## config.mk

```make
export PLATFORM = sky130hd
export DESIGN_NAME = bullet_pool
export DESIGN_NICKNAME = d
export VERILOG_FILES = /design/src/rtl/bullet_pool.sv
export SDC_FILE = /design/constraint.sdc
export NUM_CORES = 1
export LEC_CHECK = 0
export BUFFER_PORTS_ARGS = -buffer_cell sky130_fd_sc_hd__buf_2
export CAP_MARGIN = 20
export CORE_UTILIZATION = 38
export CTS_CLUSTER_SIZE = 8
export DETAILED_ROUTE_END_ITERATION = 8
export SLEW_MARGIN = 10
export SYNTH_ARGS = -nofsm -noshare
export SYNTH_HDL_FRONTEND = slang
export SYNTH_HIERARCHICAL = 1
export SYNTH_SLANG_ARGS = --single-unit
```

## constraint.sdc

```tcl
create_clock -name clk -period 5.8 [get_ports clk]
set_input_delay 0.87 -clock clk [delete_from_list [all_inputs] [get_ports clk]]
set_output_delay 0.87 -clock clk [all_outputs]
set_load 0.02 [all_outputs]
```

## src/rtl/bullet_pool.sv

```systemverilog
// Bullet pool: N_SLOTS independent bullet slots with spawn/kill handshakes,
// a per-tick motion sweep (one slot per cycle) and two combinational read ports.

// One bullet slot: storage plus its own motion/boundary arithmetic.
module bullet_slot #(
  parameter int COORD_W = 8,
  parameter int VEL_W   = 5,
  parameter int X_MAX   = 200,
  parameter int Y_MAX   = 200
) (
  input  logic               clk,
  input  logic               rst_n,
  input  logic               spawn,
  input  logic               kill,
  input  logic               step,
  input  logic [COORD_W-1:0] sx,
  input  logic [COORD_W-1:0] sy,
  input  logic [COORD_W-1:0] sw,
  input  logic [COORD_W-1:0] sh,
  input  logic [VEL_W-1:0]   svx,
  input  logic [VEL_W-1:0]   svy,
  input  logic [2:0]         scolor,
  input  logic               swrap,
  output logic [COORD_W-1:0] x,
  output logic [COORD_W-1:0] y,
  output logic [COORD_W-1:0] w,
  output logic [COORD_W-1:0] h,
  output logic [2:0]         color,
  output logic               active,
  output logic               despawn
);
  // Two guard bits: one for overflow past the max coordinate, one for sign.
  typedef logic signed [COORD_W+1:0] ext_t;

  localparam ext_t XLIM  = ext_t'(X_MAX);
  localparam ext_t YLIM  = ext_t'(Y_MAX);
  localparam ext_t XSPAN = ext_t'(X_MAX + 1);
  localparam ext_t YSPAN = ext_t'(Y_MAX + 1);

  logic [VEL_W-1:0]   vx, vy;
  logic               wrap;
  ext_t               nx, ny, nxw, nyw;
  logic               x_oob, y_oob, oob;
  logic [COORD_W-1:0] wx, wy;

  // Candidate next position, range check and wrapped position for both axes.
  always_comb begin
    nx    = ext_t'({2'b00, x}) + ext_t'($signed(vx));
    ny    = ext_t'({2'b00, y}) + ext_t'($signed(vy));
    x_oob = nx[COORD_W+1] || (nx > XLIM);
    y_oob = ny[COORD_W+1] || (ny > YLIM);
    oob   = x_oob || y_oob;
    nxw   = nx[COORD_W+1] ? nx + XSPAN : nx - XSPAN;
    nyw   = ny[COORD_W+1] ? ny + YSPAN : ny - YSPAN;
    wx    = x_oob ? nxw[COORD_W-1:0] : nx[COORD_W-1:0];
    wy    = y_oob ? nyw[COORD_W-1:0] : ny[COORD_W-1:0];
  end

  // Flags a boundary despawn this cycle; a simultaneous kill already accounts for it.
  assign despawn = step && active && !kill && oob && !wrap;

  // Spawn only ever targets an inactive slot, so it cannot collide with a real
  // kill; kill outranks the sweep step.
  always_ff @(posedge clk or negedge rst_n) begin
    if (!rst_n) begin
      x <= '0; y <= '0; w <= '0; h <= '0;
      vx <= '0; vy <= '0; color <= '0; wrap <= 1'b0; active <= 1'b0;
    end else if (spawn) begin
      x <= sx; y <= sy; w <= sw; h <= sh;
      vx <= svx; vy <= svy; color <= scolor; wrap <= swrap; active <= 1'b1;
    end else if (kill) begin
      active <= 1'b0;
    end else if (step && active) begin
      if (oob && !wrap) begin
        active <= 1'b0;
      end else begin
        x <= wx;
        y <= wy;
      end
    end
  end
endmodule

// Pool top: sweep FSM, free-slot allocation, kill decode, counters, read ports.
module bullet_pool #(
  parameter int N_SLOTS = 8,
  parameter int COORD_W = 8,
  parameter int VEL_W   = 5,
  parameter int X_MAX   = 200,
  parameter int Y_MAX   = 200,
  parameter int IDX_W   = $clog2(N_SLOTS)
) (
  input  logic                 clk,
  input  logic                 rst_n,
  input  logic                 tick,
  input  logic                 spawn_valid,
  output logic                 spawn_ready,
  input  logic [COORD_W-1:0]   spawn_x,
  input  logic [COORD_W-1:0]   spawn_y,
  input  logic [COORD_W-1:0]   spawn_w,
  input  logic [COORD_W-1:0]   spawn_h,
  input  logic [VEL_W-1:0]     spawn_vx,
  input  logic [VEL_W-1:0]     spawn_vy,
  input  logic [2:0]           spawn_color,
  input  logic                 spawn_wrap,
  input  logic                 kill_valid,
  input  logic [IDX_W-1:0]     kill_idx,
  input  logic [IDX_W-1:0]     rd_idx_a,
  input  logic [IDX_W-1:0]     rd_idx_b,
  output logic [2*COORD_W-1:0] pos_a,
  output logic [2*COORD_W-1:0] pos_b,
  output logic [2*COORD_W-1:0] size_a,
  output logic [2*COORD_W-1:0] size_b,
  output logic [2:0]           color_a,
  output logic [2:0]           color_b,
  output logic                 active_a,
  output logic                 active_b,
  output logic [IDX_W:0]       active_count,
  output logic                 overrun
);
  typedef enum logic {IDLE, SWEEP} state_t;

  state_t                            state, state_nx;
  logic [IDX_W-1:0]                  cnt, cnt_nx;
  logic [N_SLOTS-1:0][COORD_W-1:0]   xs, ys, ws, hs;
  logic [N_SLOTS-1:0][2:0]           cols;
  logic [N_SLOTS-1:0]                act, spawn_sel, kill_sel, step_sel, desp;
  logic                              any_free, spawn_fire, kill_eff, desp_any;
  logic [IDX_W-1:0]                  free_idx;

  // Lowest-index inactive slot (scan downward so the last hit is the lowest).
  always_comb begin
    any_free = 1'b0;
    free_idx = '0;
    for (int i = N_SLOTS-1; i >= 0; i--) begin
      if (!act[i]) begin
        any_free = 1'b1;
        free_idx = IDX_W'(i);
      end
    end
  end

  assign spawn_ready = rst_n && (state == IDLE) && any_free;
  assign spawn_fire  = spawn_valid && spawn_ready;
  assign kill_eff    = kill_valid && act[kill_idx];
  assign desp_any    = |desp;

  // One-hot per-slot strobes for spawn target, kill target and sweep position.
  always_comb begin
    spawn_sel = '0;
    kill_sel  = '0;
    step_sel  = '0;
    for (int i = 0; i < N_SLOTS; i++) begin
      spawn_sel[i] = spawn_fire && (free_idx == IDX_W'(i));
      kill_sel[i]  = kill_valid && (kill_idx == IDX_W'(i));
      step_sel[i]  = (state == SWEEP) && (cnt == IDX_W'(i));
    end
  end

  for (genvar g = 0; g < N_SLOTS; g++) begin : g_slot
    bullet_slot #(
      .COORD_W(COORD_W), .VEL_W(VEL_W), .X_MAX(X_MAX), .Y_MAX(Y_MAX)
    ) u_slot (
      .clk    (clk),
      .rst_n  (rst_n),
      .spawn  (spawn_sel[g]),
      .kill   (kill_sel[g]),
      .step   (step_sel[g]),
      .sx     (spawn_x),
      .sy     (spawn_y),
      .sw     (spawn_w),
      .sh     (spawn_h),
      .svx    (spawn_vx),
      .svy    (spawn_vy),
      .scolor (spawn_color),
      .swrap  (spawn_wrap),
      .x      (xs[g]),
      .y      (ys[g]),
      .w      (ws[g]),
      .h      (hs[g]),
      .color  (cols[g]),
      .active (act[g]),
      .despawn(desp[g])
    );
  end

  // Sweep state and slot counter.
  always_ff @(posedge clk or negedge rst_n) begin
    if (!rst_n) begin
      state <= IDLE;
      cnt   <= '0;
    end else begin
      state <= state_nx;
      cnt   <= cnt_nx;
    end
  end

  // Next-state: a tick starts a sweep of exactly N_SLOTS cycles.
  always_comb begin
    state_nx = state;
    cnt_nx   = cnt;
    case (state)
      IDLE: begin
        if (tick) begin
          state_nx = SWEEP;
          cnt_nx   = '0;
        end
      end
      SWEEP: begin
        cnt_nx = cnt + 1'b1;
        if (cnt == IDX_W'(N_SLOTS-1)) state_nx = IDLE;
      end
      default: state_nx = IDLE;
    endcase
  end

  // Sticky flag for ticks that arrive while a sweep is still running.
  always_ff @(posedge clk or negedge rst_n) begin
    if (!rst_n)                       overrun <= 1'b0;
    else if (state == SWEEP && tick)  overrun <= 1'b1;
  end

  // Occupancy tracks the active bits: +spawn, -effective kill, -despawn.
  always_ff @(posedge clk or negedge rst_n) begin
    if (!rst_n) active_count <= '0;
    else        active_count <= active_count + {{IDX_W{1'b0}}, spawn_fire}
                                             - {{IDX_W{1'b0}}, kill_eff}
                                             - {{IDX_W{1'b0}}, desp_any};
  end

  assign pos_a    = {xs[rd_idx_a], ys[rd_idx_a]};
  assign size_a   = {ws[rd_idx_a], hs[rd_idx_a]};
  assign color_a  = cols[rd_idx_a];
  assign active_a = act[rd_idx_a];
  assign pos_b    = {xs[rd_idx_b], ys[rd_idx_b]};
  assign size_b   = {ws[rd_idx_b], hs[rd_idx_b]};
  assign color_b  = cols[rd_idx_b];
  assign active_b = act[rd_idx_b];
endmodule

```

==> results.cfg, run 1 <==
[power]
p_per_area_nw_per_um2 = 446
p_leak_uw = 0.0172
peakVddDrop_mv = 0.332
finalPower_uw = 16900

[layout]
drive_gt1_share_pct = 21.3
syn_to_final_growth_pct = 9.87
final_core_util_pct = 42.1
layout.nets = 3682

[drt]
wl_per_cell_um = 23.4
drc_errors = 0
drt_iter0_drc = 2098
ant_nets = 0
via_per_inst = 5.97
wirelength_um = 106000
first_pass_iters = 5
num_vias = 27000

[global_route]
grt.overflow.total = 0
antenna_found_initial = 9
grt_pass1_vias = 26100
grt_usage_pct = 22.8
grt_max_degree = 149
grt_pass1_wl_um = 161000

[sta]
setup-violations-final = 0
slew_headroom_pct = 24.5
setup_slack_ns = 0.471
skew_ns = 0.0475
fin_crit_ns = 5.33
rsz0062_at_grt = false
finalMaxSlewViolations = 0
hold_viol = 0
fin_crit_sh_pct = 91.9
fin_setup_tns_ns = 0
tightest_slew_ns = 1.13
clock.fmax_ghz = 0.188
holdWs_ns = 0.145

[critical_path]
crit_type = flop to flop
cp_num_buf_inv = 3
worstReg2RegEnd = active_count[3]
crit_chain = ha_1 > fa_1 > a211oi_1 > o21ai_0 > a21o_1 > o32ai_2 > o21ai_4 > o31ai_4 > nor2_1 > or4_1 > nor2_1 > fa_1 > inv_1 > ha_1 > inv_1 > ha_1 > inv_1 > fa_1 > xnor2_1 > xnor2_1
path_max_fanout = 9
cp.required_ns = 6.34
worstSetupEndpointType = flop
crit_path_top_delay_cell = or4_1
startpoint_type = flop
r2r_cells = 20
arrival_ns = 5.87
crit-reg2reg-launch = g_slot[5].u_slot/y[0]
crit_family = adder cells
max_stage_delay_ns = 0.60
rrSetupSlack_ns = 0.47

[yosys]
yosysUniqueCellTypes = 84
syn_area_um2 = 34500
synth-edff-count = 0
avgSynthCellArea_um2 = 10.7
ys_warn_count = 6
synthFlopType = dfrtp_1
synth_seq_cells = 385
synth_cells = 3228
seq_area_frac_synth_pct = 27.9
synthArstFlopShare_pct = 100
synth_nets = 3571

[clock_network]
worstSkewPairLatency_ns = 0.64
post_cts_buffers = 0
cts_root_buf = clkbuf_16
numCtsBuffers = 55
cts_resized = 0
clockBufferDepth = 3
cts-htree-levels = 2
cts_tree = yes
clock_sinks = 385
cts.clk_slew.worst_paths_ns = 0.05
hold_buffers = 0

[floorplan]
placementRows = 110
die_area_um2 = 92100
coreArea_um2 = 90000
boundaryPins = 138
initial_core_util_pct = 38.4
die_y_um = 303
dieWidth_um = 303

[placement]
hpwl_um = 77500
place_ws_ns = 0.550
port_buffers = 137
gp_congestion = 0.930

[job]
cap_violations = 0

[run_status]
outcome = finished, final reports clean

[hold_path]
min_path_type = input port to asynchronous set/reset pin
==> area by class of cell <==
| class | count | area [um^2] |
|---|---|---|
| well taps | 1176 | 1470 |
| flip-flops and latches | 385 | 9630 |
| fillers | 8592 | 52100 |
| repair buffers | 178 | 1080 |
| multi-input cells | 2544 | 23600 |
| clock inverters | 5 | 100 |
| inverters | 175 | 657 |
| diodes | 2 | 5.00 |
| clock buffers | 62 | 1420 |
==> Yosys cell counts, types with 9 or more instances <==
cell,n,share of area [%]
buf_6,24,0.78
mux2_2,349,11
mux2i_1,76,2.2
o21bai_1,16,0.35
o31ai_1,13,0.28
fa_1,34,2.0
o221ai_1,16,0.41
o21a_1,32,0.70
a211o_1,32,0.81
buf_1,30,0.33
mux2_1,16,0.52
nand3_1,33,0.48
xor2_1,84,2.1
nand2_1,157,1.7
nor3_1,57,0.83
o22ai_1,24,0.43
o221a_2,12,0.39
xnor2_1,94,2.4
a21o_1,49,1.1
inv_1,175,1.9
o21ai_1,64,0.93
mux4_1,144,11
o311ai_1,12,0.30
a211oi_1,60,1.3
a31oi_1,26,0.47
nand4_1,13,0.24
nand2b_1,35,0.63
a21oi_1,148,2.1
nor2b_1,41,0.74
o21ai_0,164,2.4
a211oi_2,16,0.58
or3_1,13,0.24
nor3b_1,14,0.30
o311ai_0,12,0.30
a22oi_1,12,0.26
dfrtp_1,385,28
nor2_1,179,1.9
ha_1,249,9.0
o211ai_1,28,0.61
clkbuf_1,50,0.54
a21boi_0,9,0.20
and2_1,30,0.54
==> layout by cell type (no fill, tap or decap), types with 60 or more instances in the layout <==
cell,n
dfrtp_1,385
mux2_2,349
ha_1,249
nor2_1,177
inv_1,175
o21ai_0,164
nand2_1,157
a21oi_1,148
mux4_1,144
buf_2,132
xnor2_1,94
xor2_1,84
mux2i_1,76
o21ai_1,64
a211oi_1,60
==> cells by family (layout without fill, tap and decap cells) <==
logic type	count (synthesis)	after routing	share of synthesized area, %
DFF	385	385	27.9
adders and majority gates	283	283	11.0
AOI/OAI and AO/OA	883	883	18.7
buffers and inverters	299	420	4.02
xor gates and xnor gates	178	178	4.52
other	0	2	0
and+or+nand+nor	609	609	8.53
muxes	591	591	25.4
==> flip-flops by register name, indices dropped and copies added (netlist names), 3 cells and up <==
| name | cells |
|---|---|
| g_slot.u_slot/h | 64 |
| g_slot.u_slot/w | 64 |
| g_slot.u_slot/x | 64 |
| g_slot.u_slot/y | 64 |
| g_slot.u_slot/vx | 40 |
| g_slot.u_slot/vy | 40 |
| g_slot.u_slot/color | 24 |
| g_slot.u_slot/active | 8 |
| g_slot.u_slot/wrap | 8 |
| active_count | 4 |
| cnt | 3 |
==> worst max path at each step <==
stage | startpoint | to | slack [ns] | depth (start not counted)
finish | g_slot[5].u_slot/y[0] | active_count[3] | 0.47 | 20
global route | g_slot[5].u_slot/vy[4] | active_count[3] | 0.25 | 19
CTS | g_slot[5].u_slot/y[0] | active_count[3] | 0.50 | 20
detailed placement | g_slot[5].u_slot/y[0] | active_count[3] | 0.55 | 20
global placement | g_slot[5].u_slot/y[0] | active_count[3] | 0.60 | 20
floorplan | g_slot[4].u_slot/y[0] | active_count[3] | 1.26 | 20
==> metrics by stage <==
| stage | instance area [um^2] | std cells |
|---|---|---|
| after global placement | 36400 | 4457 |
| after floorplan | 34500 | 3228 |
| final | 37900 | 4527 |
| after global routing | 37900 | 4526 |
| after CTS | 37900 | 4524 |
| after detailed placement | 36400 | 4457 |
==> routing by layer <==
metal  part of all wire [%]  vias up  track usage [%]
met2                     45      753             36.0
li1                       -    12600                -
met5                  0.025        -                0
met3                    5.8      137             3.08
met1                     47    13500             32.8
met4                    2.2        4             5.40
==> power by group <==
| part | switching [uW] | internal [uW] |
|---|---|---|
| clock network | 1260 | 1710 |
| registers | 667 | 3210 |
| logic | 5510 | 4540 |
No activity file was read; power rests on OpenSTA's default activity.
==> inputs of run 2 (changes only) <==
--- a/config.mk
+++ b/config.mk
@@ -7,9 +7,11 @@
 export LEC_CHECK = 0
 export BUFFER_PORTS_ARGS = -buffer_cell sky130_fd_sc_hd__buf_2
 export CAP_MARGIN = 20
+export CORE_ASPECT_RATIO = 0.75
 export CORE_UTILIZATION = 38
 export CTS_CLUSTER_SIZE = 8
 export DETAILED_ROUTE_END_ITERATION = 8
+export PLACE_DENSITY = 0.56
 export SLEW_MARGIN = 10
 export SYNTH_ARGS = -nofsm -noshare
 export SYNTH_HDL_FRONTEND = slang
==> run 2 against run 1 <==
Compared with the run above: via count grew 0.85%; clock power shrank 1%; hold slack better by 0.068 ns; fmax down 0.10%; global-route usage up 1.8 points; combinational power hardly changed; sequential share of layout area about the same; flip-flop and latch count stayed put; critical endpoint unchanged.
==> results.cfg, run 2 (synthesized netlist as in run 1, its figures left out) <==
[layout]
final_core_util_pct = 42.3
multiInputGateArea_um2 = 23600
nFillCells = 8558
syn_to_final_growth_pct = 9.91
drive_gt1_share_pct = 21.5
layout.nets = 3688
final_cell_mix = dfrtp_1, mux2_2, ha_1, nor2_1, inv_1
seqCellArea_um2 = 9630
post-route-cell-area_um2 = 37900
layout_commonest_cell = dfrtp_1

[floorplan]
die_y_um = 263
boundaryPins = 138
coreArea_um2 = 89700
placementRows = 95
die_area_um2 = 92100
initial_core_util_pct = 38.5
dieWidth_um = 350

[sta]
finalMaxSlewViolations = 0
clock.fmax_ghz = 0.187
fin_crit_sh_pct = 92.0
holdWs_ns = 0.212
skew_ns = 0.0405
setup_slack_ns = 0.465
tightest_slew_ns = 1.16
fin_crit_ns = 5.33
setup-violations-final = 0
slew_headroom_pct = 22.7
fin_setup_tns_ns = 0
hold_viol = 0
rsz0062_at_grt = false

[critical_path]
crit_chain = ha_1 > fa_1 > a211oi_1 > o21ai_0 > a21o_1 > o32ai_2 > o21ai_4 > o31ai_4 > nor2_1 > or4_1 > nor2_1 > fa_1 > inv_1 > ha_1 > inv_1 > ha_1 > inv_1 > fa_1 > xnor2_1 > xnor2_1
startpoint_type = flop
worstSetupEndpointType = flop
cp.required_ns = 6.30
path_max_fanout = 9
r2r_cells = 20
arrival_ns = 5.84
crit_path_top_delay_cell = or4_1
max_stage_delay_ns = 0.55
crit_type = flop to flop

[clock_network]
worstSkewPairLatency_ns = 0.63
cts-htree-levels = 2
numCtsBuffers = 55
cts_tree = yes
cts_resized = 0
hold_buffers = 0
clockBufferDepth = 3
cts_root_buf = clkbuf_16
cts.clk_slew.worst_paths_ns = 0.05
post_cts_buffers = 0
clock_sinks = 385

[placement]
hpwl_um = 83700
place_ws_ns = 0.573
gp_congestion = 0.932
placed_cell_area_um2 = 36500
port_buffers = 137

[global_route]
grt_usage_pct = 24.6
antenna_found_initial = 14
grt.overflow.total = 0
grt_pass1_vias = 25900
grt_pass1_wl_um = 171000
grt_max_degree = 150

[drt]
drc_errors = 0
wl_per_cell_um = 24.9
ant_nets = 0
num_vias = 27300
drt_iter0_drc = 2698
first_pass_iters = 6
wirelength_um = 114000
via_per_inst = 5.97

[hold_path]
min_path_type = input port to asynchronous set/reset pin

[run_status]
outcome = finished, final reports clean

[power]
p_per_area_nw_per_um2 = 449
peakVddDrop_mv = 0.321
p_leak_uw = 0.0172

[job]
cap_violations = 0
## run 2: power by group
group	total, uW	internal [uW]	switching (uW)
Sequential	3910	3210	702
Combinational	10200	4540	5640
Clock	2930	1700	1240
## run 2: routing by layer
metal	GRT usage (%)	vias up	share of wire (%)
met1	39.5	13600	50
met4	4.34	12	1.6
li1	-	12600	-
met5	0	-	0.074
met3	6.10	122	9.4
met2	32.7	911	39
## run 2: area by class of cell
type	instances	area share, %
Multi-Input combinational cell	2544	62.1
Sequential cell	385	25.4
Tap cell	1212	4.00
Clock buffer	62	3.75
Timing Repair Buffer	184	2.93
Inverter	175	1.73
Clock inverter	5	0.0956
Antenna cell	2	0.0132
## run 2: worst paths after layout
kind / start / endpoint / slack, ns
worst max-delay path: g_slot[4].u_slot/y[0] / active_count[3] / 0.47
worst min-delay path: rst_n / g_slot[3].u_slot/h[1] / 0.21
worst max register to register: g_slot[4].u_slot/y[0] / active_count[3] / 0.47
min in group clk: overrun / overrun / 0.48
worst min register to register: overrun / overrun / 0.48
max in group asynchronous: rst_n / g_slot[4].u_slot/y[5] / 3.46
## run 2: through the flow
| step | power (uW) | instances |
|---|---|---|
| after floorplan | 11300 | 3228 |
| after global placement | 13900 | 4498 |
| after detailed placement | 13900 | 4499 |
| after CTS | 17000 | 4566 |
| after global routing | 18200 | 4568 |
| final | 17000 | 4569 |
## run 2: critical path, delay by kind of cell, from the launching register on
kind / cells / cell delay, ns
AO/OA/AOI/OAI: 6 / 1.59
XOR/XNOR: 2 / 0.26
adder cells (fa/ha/maj): 6 / 1.75
buffers and inverters: 3 / 0.16
flip-flops: 1 / 0.41
AND/OR/NAND/NOR: 3 / 1.01
